==> config.mk <==
export PLATFORM = sky130hd
export DESIGN_NAME = id_hazard_unit
export DESIGN_NICKNAME = d
export VERILOG_FILES = /design/src/rtl/mips_cpu_pkg.sv /design/src/rtl/id_hazard_unit_fwd_select.sv /design/src/rtl/id_hazard_unit.sv
export SDC_FILE = /design/constraint.sdc
export NUM_CORES = 1
export LEC_CHECK = 0
export CAP_MARGIN = 30
export CELL_PAD_IN_SITES_DETAIL_PLACEMENT = 1
export CELL_PAD_IN_SITES_GLOBAL_PLACEMENT = 2
export CORE_UTILIZATION = 18
export CTS_CLUSTER_DIAMETER = 60
export DETAILED_ROUTE_END_ITERATION = 6
export GPL_TIMING_DRIVEN = 1
export PLACE_DENSITY_LB_ADDON = 0.1
export SLEW_MARGIN = 15
export SYNTH_ARGS = -nofsm -noshare
export SYNTH_HDL_FRONTEND = slang
export SYNTH_SLANG_ARGS = --single-unit
==> constraint.sdc <==
create_clock -name clk -period 3.5 [get_ports clk]
set_input_delay 0.35 -clock clk [delete_from_list [all_inputs] [get_ports clk]]
set_output_delay 0.35 -clock clk [all_outputs]
set_load 0.1 [all_outputs]
==> src/rtl/mips_cpu_pkg.sv <==
// Shared MIPS core types: architectural register names, datapath word, and
// ID-stage hazard-unit constants.
package mips_cpu_pkg;

  typedef logic [31:0] word_t;

  typedef enum logic [4:0] {
    R0,  R1,  R2,  R3,  R4,  R5,  R6,  R7,
    R8,  R9,  R10, R11, R12, R13, R14, R15,
    R16, R17, R18, R19, R20, R21, R22, R23,
    R24, R25, R26, R27, R28, R29, R30, R31
  } reg_enum;

  // Forwarding source indices, youngest first
  localparam int unsigned FWD_EX  = 0;
  localparam int unsigned FWD_MEM = 1;
  localparam int unsigned FWD_WB  = 2;

  typedef enum logic {HL_IDLE, HL_BUSY} hilo_state_enum;

endpackage

==> src/rtl/id_hazard_unit_fwd_select.sv <==
// Per-operand forwarding priority mux: youngest matching producer wins and
// reports whether its data is still pending.
module fwd_select
  import mips_cpu_pkg::*;
#(
  parameter int unsigned FWD_STAGES = 3,
  parameter int unsigned DATA_W     = 32
) (
  input  logic                         i_re,
  input  reg_enum                      i_ra,
  input  logic [DATA_W-1:0]            i_rf_rd,
  input  logic [FWD_STAGES-1:0]        i_rfwe,
  input  logic [5*FWD_STAGES-1:0]      i_rfwa,
  input  logic [DATA_W*FWD_STAGES-1:0] i_rfwd,
  input  logic [FWD_STAGES-1:0]        i_pend,
  output logic [DATA_W-1:0]            o_data,
  output logic                         o_pend
);

  always_comb begin
    o_data = i_rf_rd;
    o_pend = 1'b0;
    // Walk oldest to youngest so the youngest match overwrites the rest
    for (int i = int'(FWD_STAGES) - 1; i >= 0; i--) begin
      if (i_re && i_rfwe[i] && (i_rfwa[5*i +: 5] == i_ra) && (i_ra != R0)) begin
        o_data = i_rfwd[DATA_W*i +: DATA_W];
        o_pend = i_pend[i];
      end
    end
    if (i_ra == R0) begin
      o_data = '0;
      o_pend = 1'b0;
    end
  end

endmodule

==> src/rtl/id_hazard_unit.sv <==
// Decode-stage operand forwarding with load-use and HI/LO interlocks, a
// MULT/DIV busy tracker and a saturating stall-cycle counter.
module id_hazard_unit
  import mips_cpu_pkg::*;
#(
  parameter int unsigned FWD_STAGES = 3,
  parameter int unsigned DATA_W     = $bits(word_t),
  parameter int unsigned MUL_LAT    = 4,
  parameter int unsigned DIV_LAT    = 32,
  parameter int unsigned CNT_W      = 16
) (
  input  logic                         clk,
  input  logic                         rst_n,
  input  logic                         id_valid,
  input  logic                         id_flush,
  input  logic                         id_re1,
  input  logic                         id_re2,
  input  reg_enum                      id_ra1,
  input  reg_enum                      id_ra2,
  input  logic [DATA_W-1:0]            rf_rd1,
  input  logic [DATA_W-1:0]            rf_rd2,
  input  logic [FWD_STAGES-1:0]        fwd_rfwe,
  input  logic [5*FWD_STAGES-1:0]      fwd_rfwa,
  input  logic [DATA_W*FWD_STAGES-1:0] fwd_rfwd,
  input  logic [FWD_STAGES-1:0]        fwd_pend,
  input  logic                         id_hilo_rd,
  input  logic                         id_muldiv,
  input  logic                         id_is_div,
  output logic [DATA_W-1:0]            id_src1,
  output logic [DATA_W-1:0]            id_src2,
  output logic                         id_stall,
  output logic                         id_fire,
  output logic                         hilo_busy,
  output logic                         hilo_done,
  output logic [CNT_W-1:0]             stall_cnt
);

  localparam int unsigned LAT_W = $clog2(DIV_LAT + 1);
  localparam logic [LAT_W-1:0] MUL_LOAD = LAT_W'(MUL_LAT - 1);
  localparam logic [LAT_W-1:0] DIV_LOAD = LAT_W'(DIV_LAT - 1);

  logic           w_pend1;
  logic           w_pend2;
  logic           w_lu_stall;
  logic           w_hl_stall;
  hilo_state_enum r_state;
  hilo_state_enum w_state_nxt;
  logic [LAT_W-1:0] r_cnt;
  logic [LAT_W-1:0] w_cnt_nxt;
  logic [CNT_W-1:0] r_stall_cnt;

  fwd_select #(
    .FWD_STAGES(FWD_STAGES),
    .DATA_W    (DATA_W)
  ) u_fwd1 (
    .i_re   (id_re1),
    .i_ra   (id_ra1),
    .i_rf_rd(rf_rd1),
    .i_rfwe (fwd_rfwe),
    .i_rfwa (fwd_rfwa),
    .i_rfwd (fwd_rfwd),
    .i_pend (fwd_pend),
    .o_data (id_src1),
    .o_pend (w_pend1)
  );

  fwd_select #(
    .FWD_STAGES(FWD_STAGES),
    .DATA_W    (DATA_W)
  ) u_fwd2 (
    .i_re   (id_re2),
    .i_ra   (id_ra2),
    .i_rf_rd(rf_rd2),
    .i_rfwe (fwd_rfwe),
    .i_rfwa (fwd_rfwa),
    .i_rfwd (fwd_rfwd),
    .i_pend (fwd_pend),
    .o_data (id_src2),
    .o_pend (w_pend2)
  );

  assign w_lu_stall = w_pend1 | w_pend2;
  assign hilo_busy  = (r_state == HL_BUSY);
  assign w_hl_stall = hilo_busy & (id_hilo_rd | id_muldiv);
  assign id_stall   = id_valid & ~id_flush & (w_lu_stall | w_hl_stall);
  assign id_fire    = id_valid & ~id_flush & ~id_stall;
  assign stall_cnt  = r_stall_cnt;

  // cnt counts remaining busy cycles minus one; done fires when it reaches zero
  always_comb begin
    w_state_nxt = r_state;
    w_cnt_nxt   = r_cnt;
    hilo_done   = 1'b0;
    unique case (r_state)
      HL_IDLE: begin
        if (id_fire && id_muldiv) begin
          w_state_nxt = HL_BUSY;
          w_cnt_nxt   = id_is_div ? DIV_LOAD : MUL_LOAD;
        end
      end
      HL_BUSY: begin
        if (r_cnt == '0) begin
          w_state_nxt = HL_IDLE;
          hilo_done   = 1'b1;
        end else begin
          w_cnt_nxt = r_cnt - 1'b1;
        end
      end
    endcase
  end

  always_ff @(posedge clk or negedge rst_n) begin
    if (!rst_n) begin
      r_state <= HL_IDLE;
      r_cnt   <= '0;
    end else begin
      r_state <= w_state_nxt;
      r_cnt   <= w_cnt_nxt;
    end
  end

  always_ff @(posedge clk or negedge rst_n) begin
    if (!rst_n) begin
      r_stall_cnt <= '0;
    end else if (id_stall && (r_stall_cnt != '1)) begin
      r_stall_cnt <= r_stall_cnt + 1'b1;
    end
  end

endmodule

After elaboration in Yosys (flattened, before gate mapping)
Index checks and enable logic that the tools add are counted.
Widths: inputs -> output; s select.
Operators by class
  bitwise operators: 10
  reductions and logical operators: 26
  muxes and demuxes: 25
  $add $sub $neg: 2
  equality and inequality tests: 9
Operators by type and width (number)
  $mux 32: 8
  $eq 5x5->1: 6
  $logic_and 1x1->1: 20
  $add 16x1->16 const B: 1
  $ne 16x16->1 const B: 1
  $mux 1: 12
  $mux 6: 2
  $pmux 6 s2: 1
  $logic_not 5->1: 2
  $reduce_bool 5->1: 2
  $logic_not 6->1: 1
  $sub 6x1->6 const B: 1
  $mux 5: 1
  $and 1x1->1: 4
  $ne 2x2->1 const B: 2
  $not 1->1: 3
  $or 1x1->1: 3
  $pmux 1 s2: 1
  $reduce_and 2->1: 1
Storage, ports and cells
  register bits after elaboration: 23
  input port bits: 200
  logic and storage cells: 75

Logic depth before layout (Yosys ltp)
  depth after elaboration: 15
  gate-level depth with buffers: 10
  mapped depth without buffers: 7

Cells and area by module
From an unflattened synthesis, not the netlist that was laid out.
Second synthesis, totals
  cells, all modules: 523
  area, all modules: 4227.8 um2
By module, submodules not included
  fwd_select: cells an instance 204, times used 2, area an instance 1521.5 um2
  id_hazard_unit: cells an instance 115, times used 1, area an instance 1184.9 um2

Worst setup path before layout
Ideal clock, no wire load.
  kind: input-to-output
  from: in id_ra2[1]
  to: out id_fire
  arrival time: 3.328 ns
  data required time: 3.150 ns
  stages on the path: 7
  setup slack: -0.178 ns
  cell sequence: or4_1 nor2_1 nor4b_1 a311oi_2 o221ai_2 buf_4 nor2b_1
On the way
  word-level cells in the longest chain between the ends: 12
  elaborated cells between the ends (all ways): 20
  classes of those cells: eq/ne (3); mux (4); bitwise (5); reduce/logical (8)
RTL lines
  start, declared: line id_hazard_unit.sv:19  | input reg_enum id_ra2,
  $eq 5x5->1: line id_hazard_unit_fwd_select.sv:25  | if (i_re && i_rfwe[i] && (i_rfwa[5*i +: 5] == i_ra) && (i_ra != R0)) begin
  $logic_and 1x1->1 (2 in a row): line id_hazard_unit_fwd_select.sv:25
  $mux 1 (3 in a row): line id_hazard_unit_fwd_select.sv:25
  $mux 1 *: line id_hazard_unit_fwd_select.sv:30  | if (i_ra == R0) begin
  $or 1x1->1 *: line id_hazard_unit.sv:82  | assign w_lu_stall = w_pend1 | w_pend2;
  $or 1x1->1 *: line id_hazard_unit.sv:85  | assign id_stall = id_valid & ~id_flush & (w_lu_stall | w_hl_stall);
  $and 1x1->1 *: line id_hazard_unit.sv:85
  $not 1->1 *: line id_hazard_unit.sv:86  | assign id_fire = id_valid & ~id_flush & ~id_stall;
  $and 1x1->1 *: line id_hazard_unit.sv:86
  end, declared: line id_hazard_unit.sv:32  | output logic id_fire,
Mark *: on every way between the ends. The rest lies on a longest branch, timed or not.

Final worst setup path
  from: in id_ra2[2]
  to: out id_stall
On the way
  word-level cells in the longest chain between the ends: 10
  elaborated cells between the ends (all ways): 18
  classes of those cells: eq/ne (3); mux (4); bitwise (3); reduce/logical (8)
RTL lines
  $eq 5x5->1: line id_hazard_unit_fwd_select.sv:25
  $logic_and 1x1->1 (2 in a row): line id_hazard_unit_fwd_select.sv:25
  $mux 1 (3 in a row): line id_hazard_unit_fwd_select.sv:25
  $mux 1 *: line id_hazard_unit_fwd_select.sv:30
  $or 1x1->1 *: line id_hazard_unit.sv:82
  $or 1x1->1 *: line id_hazard_unit.sv:85
  $and 1x1->1 *: line id_hazard_unit.sv:85
  end, declared: line id_hazard_unit.sv:31  | output logic id_stall,
Marked as above.

==> metrics.cfg <==
[synth]
ys_ff_latch=23
synth_commonest_cells=138 x nor2_1, 70 x mux2i_1, 68 x a21oi_1
ys_warn_count=0
synth_top_area_cell=mux2i_1
seq_area_frac_synth_pct=14.8
async_flop_share_pct=100
synth_ff_type=dfrtp_1
synthCells=559
syn_nets=761
synth.top_cell.area_share_pct=18.1
netlist_area_um2=3880
synth_edf_count=0
syn-mean-instance-area_um2=6.94
synth.most_common_cell=nor2_1
yosysUniqueCellTypes=44
synthTopCellsByArea=mux2i_1 18%, dfrtp_1 15%, nor2_1 13%, a211oi_1 12%, a21oi_1 8.8%

[global_route]
overflow=0
grt_util_met3_pct=2.26
antenna_found_initial=2
met2_usage_pct=36.6
grt_first_pass_wirelength_um=34300
grt_pass1_vias=5706
grt_max_degree=55
use_met1_pct=24.9
busiest_layer=met2
grt.total_usage_pct=19.9

[layout]
synthToLayoutAreaGrowth_pct=111
ff_latch_area_um2=576
fin_util_pct=38.7
fillers=2457
final_area_um2=8170
fin_nets=1029
final_cells=1103
drive_above_1_share_pct=20.8
multi_input_area_um2=3300

[timing]
min_period_ps=3370
slew_headroom_pct=34.0
setup_viol=0
finalMaxSlewViolations=0
clock_skew_ps=2.31
fmax_ghz=0.296
tns_ps=0
min_period_over_period_pct=96.4
hold_viol=0
tightest_slew_ps=987

[placement]
dp_hpwl_um=18300
dp.cells=1095
gp_congestion=0.848
dpl_cell_area_um2=8040
io_buffers=283

[pwr]
swShare_pct=52.6
clkPwrFrac_pct=10.0
power_mw=2.56
p_switching_mw=1.35
comb_power_share_pct=73.0
p_int_mw=1.21
leakagePower_nw=3.57
vdd_ir_drop_max_v=0.000602
pwr-share-seq_pct=17.0
power_density_nw_per_um2=314

[routing]
routed-via-count=5310
vias_per_cell=4.81
ant_nets=0
first_pass_iters=4
wl_per_cell_um=20.4
wirelength_um=22500
drt_first_iter_violations=128
drc_errors=0

[clock_network]
cts_tree=yes
clockBufferDepth=2
clkLatencyLatePin_ps=260
cts_hold_buf=0
cts.sinks=23
cts_made_buffers=3
htree_levels=1
clkTransAtPathRegs_ps=60
root_buffer=clkbuf_16

[die]
die_x_um=149
start_util_pct=18.4
core_area_um2=21100
fp.dieH_um=149
ios=284
die-area_um2=22100
row_count=53

[run_status]
status=complete, no violations

[worst_setup_path]
arrival_ps=3020
cp_max_fo=7
endpoint_kind=output pin
crit_required_ps=3150
critPathKind=primary input to output pin
r2r_setup_slack_ps=1170
worst_setup_path_start_kind=primary input

[run]
cap_viol_max_count=0

[hold_path]
min_path_type=primary input to async pin

[cell type report]
cell class	count	area share, %
diodes	2	0.0613
well taps	275	4.21
multi-input cells	485	40.4
repair buffers	309	47.1
clock buffers	3	0.919
clock inverters	1	0.0613
inverters	5	0.230
flip-flops and latches	23	7.05
[worst paths after layout]
path,startpoint,end,cells past startpoint
min,rst_n,stall_cnt[9]$_DFFE_PN0P_,1
max,id_ra2[2],id_stall,9
max reg2reg,stall_cnt[6]$_DFFE_PN0P_,stall_cnt[1]$_DFFE_PN0P_,7
min in group clk,stall_cnt[8]$_DFFE_PN0P_,stall_cnt[8]$_DFFE_PN0P_,1
min reg2reg,stall_cnt[8]$_DFFE_PN0P_,stall_cnt[8]$_DFFE_PN0P_,1
max in group asynchronous,rst_n,r_cnt[5]$_DFFE_PN0P_,2
[per-layer routing]
layer	wire (µm)	vias to the layer above	part of all wire (%)
li1	-	2555	-
met1	9780	2577	43
met2	11400	166	51
met3	1150	12	5.1
met4	186	0	0.83
met5	0	-	0
[repair_timing]
| action | in CTS | in global routing |
|---|---|---|
| setup endpoints to repair | 2 | 26 |
| setup buffers | 0 | 2 |
| gates resized for setup | 1 | 4 |
| gates cloned | 0 | 0 |
| pin swaps | 0 | 1 |
[state kept, by name (all words and copies together) (netlist names)]
register / flops
hilo_busy: 1
r_cnt: 6
stall_cnt: 16
[through the flow]
stage | setup slack, ps | hold WS, ps
after floorplan | 13.4 | 54.4
after global placement | 41.2 | 484
after detailed placement | 3.21 | 480
after CTS | 24.5 | 443
after global routing | -40.9 | 462
final | 125 | 431
[layout by cell type (no fill, tap or decap), drive strengths merged, types with 2 or more instances in the layout]
| cell type | instances |
|---|---|
| inv | 5 |
| mux2i | 70 |
| o31a | 2 |
| dfrtp | 23 |
| nor3b | 3 |
| nand4b | 2 |
| a21oi | 68 |
| a211oi | 64 |
| nor2 | 138 |
| a31oi | 2 |
| buf | 93 |
| nor2b | 4 |
| or4 | 3 |
| ha | 2 |
| clkbuf | 3 |
| diode | 2 |
| o221ai | 2 |
| and2 | 6 |
| nand4 | 8 |
| a311oi | 2 |
| xor2 | 9 |
| nand2 | 18 |
| nand2b | 2 |
| nor3 | 3 |
| and3 | 7 |
| a31o | 2 |
| o21ai | 4 |
| nor4 | 6 |
| nand3 | 14 |
| clkdlybuf4s50 | 216 |
| mux2 | 2 |
| xnor2 | 35 |
[power groups by stage]
| stage | Combinational (mW) | Sequential, mW | Clock (mW) |
|---|---|---|---|
| 5_1_grt | 1.96 | 0.447 | 0.268 |
| 3_5_place_dp | 1.87 | 0.437 | 0 |
| 6_report | 1.87 | 0.435 | 0.257 |
| 3_3_place_gp | 1.85 | 0.432 | 0 |
| 4_1_cts | 1.88 | 0.434 | 0.262 |
| 2_1_floorplan | 0.889 | 0.653 | 0 |
[cell families after synthesis]
family / synth area share [%]
muxes: 18.6
and+or+nand+nor: 25.2
buffers and inverters: 5.35
AOI/OAI and AO/OA: 25.4
xor gates and xnor gates: 9.94
adders and majority gates: 0.645
DFF: 14.8
[worst max-delay path: stages]
cell	delay (ps)
clkdlybuf4s50_1	590
or4_1	200
o21ai_2	90
buf_4	140
nor4_1	610
a311oi_4	230
o221ai_2	380
and2_1	240
buf_12	180
Power figures use the tool's default switching activity.
==> variant (config.mk and constraints unchanged) <==
Register the output `stall_cnt` once more, cleared by the reset; this adds one clock of latency there. The other outputs are not delayed to match.
--- a/src/rtl/id_hazard_unit.sv
+++ b/src/rtl/id_hazard_unit.sv
@@ -85,5 +85,11 @@
   assign id_stall   = id_valid & ~id_flush & (w_lu_stall | w_hl_stall);
   assign id_fire    = id_valid & ~id_flush & ~id_stall;
-  assign stall_cnt  = r_stall_cnt;
+  always_ff @(posedge clk or negedge rst_n) begin
+    if (!rst_n) begin
+      stall_cnt <= '0;
+    end else begin
+      stall_cnt <= r_stall_cnt;
+    end
+  end
 
   // cnt counts remaining busy cycles minus one; done fires when it reaches zero
Behaviour: not the same (Yosys sat finds a counterexample within 4 cycles, from zero or initial values and one cycle with rst_n low).
==> variant against the original RTL <==
  * Total power grew 13%
  * First-iteration DRC count shrank 6.3%
  * Final area grew 3.9%
  * Via count grew 3.1%
  * Routed wire length grew 5.3%
  * Combinational power shrank 4%
  * Global-route usage shrank 0.94 points
  * Sequential cell count grew 16
  * Worst setup slack gained 0.091 ns
  * Area after synthesis grew 11%
  * Worst hold slack lost 0.045 ns
  * Critical path type unchanged
==> variant: results (changes against the original RTL) <==
- Status: finished clean
- Mean post-synth cell area: 7.50 µm² (+8.1%)
- Min-Delay Path Class: reg2reg
- Max_slew headroom: 0.343 (+0.00312)
- CP Max Fanout: 32 (+25)
- First-pass GRT wire length: 35.1 mm (+2.4%)
- Post-Layout Cell Count: 1165 (+5.6%)
- Largest net degree at the start of global routing: 65 (+18%)
- Number of global-route vias before repair: 5793 (+1.5%)
- Lkg Pwr: 3.77 nW (+5.5%)
- Reg2reg end: r_stall_cnt[1]
- Highest routed layer: met5
- Metal2 WL: 11.8 mm (+3.5%)
- Met3 Routed Length: 1.85 mm (+62%)
- Setup Slack @ Placement: 0.169 ns (+0.166 ns)
- CTS buffer count: 5 (+2)
- CP arrival: 2.93 ns (-0.09 ns)
- CP top delay family: buffers and inverters
- Overall Global Routing Usage: 0.189 (-0.00935)
- Post-DP HPWL: 18.4 mm (+0.92%)
- Top cells by count, synth: nor2_1 (140), mux2i_1 (69), a21oi_1 (67)
- Critical R2R Launch: r_stall_cnt[2]
- NetSw: 1.41 mW (+4.3%)
- CTS resizes: 0 (-1)
- Top cells by area, synth: dfrtp_1 (23%), mux2i_1 (16%), nor2_1 (12%)
- Flop2flop setup slack: 1.42 ns (+0.25 ns)
- Area after DPL: 8320 µm² (+3.5%)
- GPL Wtd Cong: 0.850 (+0.32%)
- Critical Path Sink: id_src2[5]
- Post-synthesis cell type count: 43 (-2.3%)
- Crit-path slowest cell: clkdlybuf4s50_1
- Clock Latency Late Sink: 0.28 ns (+0.02 ns)
- Worst path max stage delay: 0.54 ns (-0.07 ns)
- Met1 Wirelength: 9.39 mm (-4.0%)
- Post-route setup slack: 0.217 ns (+0.0913 ns)
- DR WL/cell: 20.4 µm (-0.34%)
- Syn nets: 778 (+2.2%)
- VDD IR-drop max: 0.475 mV (-21%)
- Initial drt markers: 120 (-6.3%)
- Initial antenna violation count: 10 (+8)
- Seq/Total Area, Yosys: 0.226 (+0.0774)
- Clock Skew: 0.00552 ns (+0.00321 ns)
- Via count: 5476 (+3.1%)
- Layout cell share with drive strength beyond 1: 0.163 (-0.0449)
- H-tree lvl count: 2 (+1)
- I/O Buffers: 283 (unchanged)
- NumNets Final: 1040 (+1.1%)
==> variant: cell types whose count changed after synthesis, moves of 3 or more <==
cell	before	now
nand2_1	18	21
clkbuf_1	20	29
nand4_1	8	3
dfrtp_1	23	39
nor4_2	0	7
xnor2_1	35	14
nor3_1	3	10
xor2_1	9	31
o21ai_1	3	0
and3_1	7	4
nor4_1	6	9
buf_1	17	6
==> variant: logic make-up (layout without fill, tap and decap cells) <==
| family | after synthesis | in the layout | synth area share |
|---|---|---|---|
| buffers and inverters | 47 | 310 | 0.0443 |
| xor gates and xnor gates | 45 | 45 | 0.0912 |
| other | 0 | 7 | 0 |
| and+or+nand+nor | 230 | 230 | 0.248 |
| AOI/OAI and AO/OA | 142 | 142 | 0.220 |
| muxes | 71 | 71 | 0.165 |
| adders and majority gates | 2 | 2 | 0.00579 |
| DFF | 39 | 39 | 0.226 |
==> variant: layout make-up <==
class | count | area (µm²)
Tap cell | 319 | 399
Clock buffer | 5 | 125
Fill cell | 2748 | 15100
Inverter | 5 | 18.8
Timing Repair Buffer | 297 | 3670
Multi-Input combinational cell | 490 | 3260
Clock inverter | 3 | 23.8
Sequential cell | 39 | 976
Antenna cell | 7 | 17.5
==> variant: worst min-delay path by stage <==
stage | slack [ns] | depth (start not counted) | to | from
2_1_floorplan | 0.05 | 0 | hilo_busy | rst_n
4_1_cts | 0.39 | 0 | stall_cnt[10] | r_stall_cnt[10]
3_3_place_gp | 0.37 | 0 | stall_cnt[10] | r_stall_cnt[10]
5_1_grt | 0.41 | 0 | stall_cnt[10] | r_stall_cnt[10]
6_report | 0.39 | 0 | stall_cnt[10] | r_stall_cnt[10]
3_5_place_dp | 0.37 | 0 | stall_cnt[10] | r_stall_cnt[10]
==> variant: routing by layer <==
| layer | global-route usage | vias up |
|---|---|---|
| li1 | - | 2608 |
| met1 | 0.213 | 2635 |
| met2 | 0.341 | 193 |
| met3 | 0.0501 | 34 |
| met4 | 0.0672 | 6 |
| met5 | 0 | - |
==> variant: power by group through the flow <==
stage	Combinational [mW]	Sequential, mW	Clock [mW]
2_1_floorplan	0.854	0.862	0
3_3_place_gp	1.80	0.650	0
3_5_place_dp	1.81	0.652	0
4_1_cts	1.82	0.649	0.470
5_1_grt	1.90	0.670	0.483
6_report	1.80	0.649	0.453
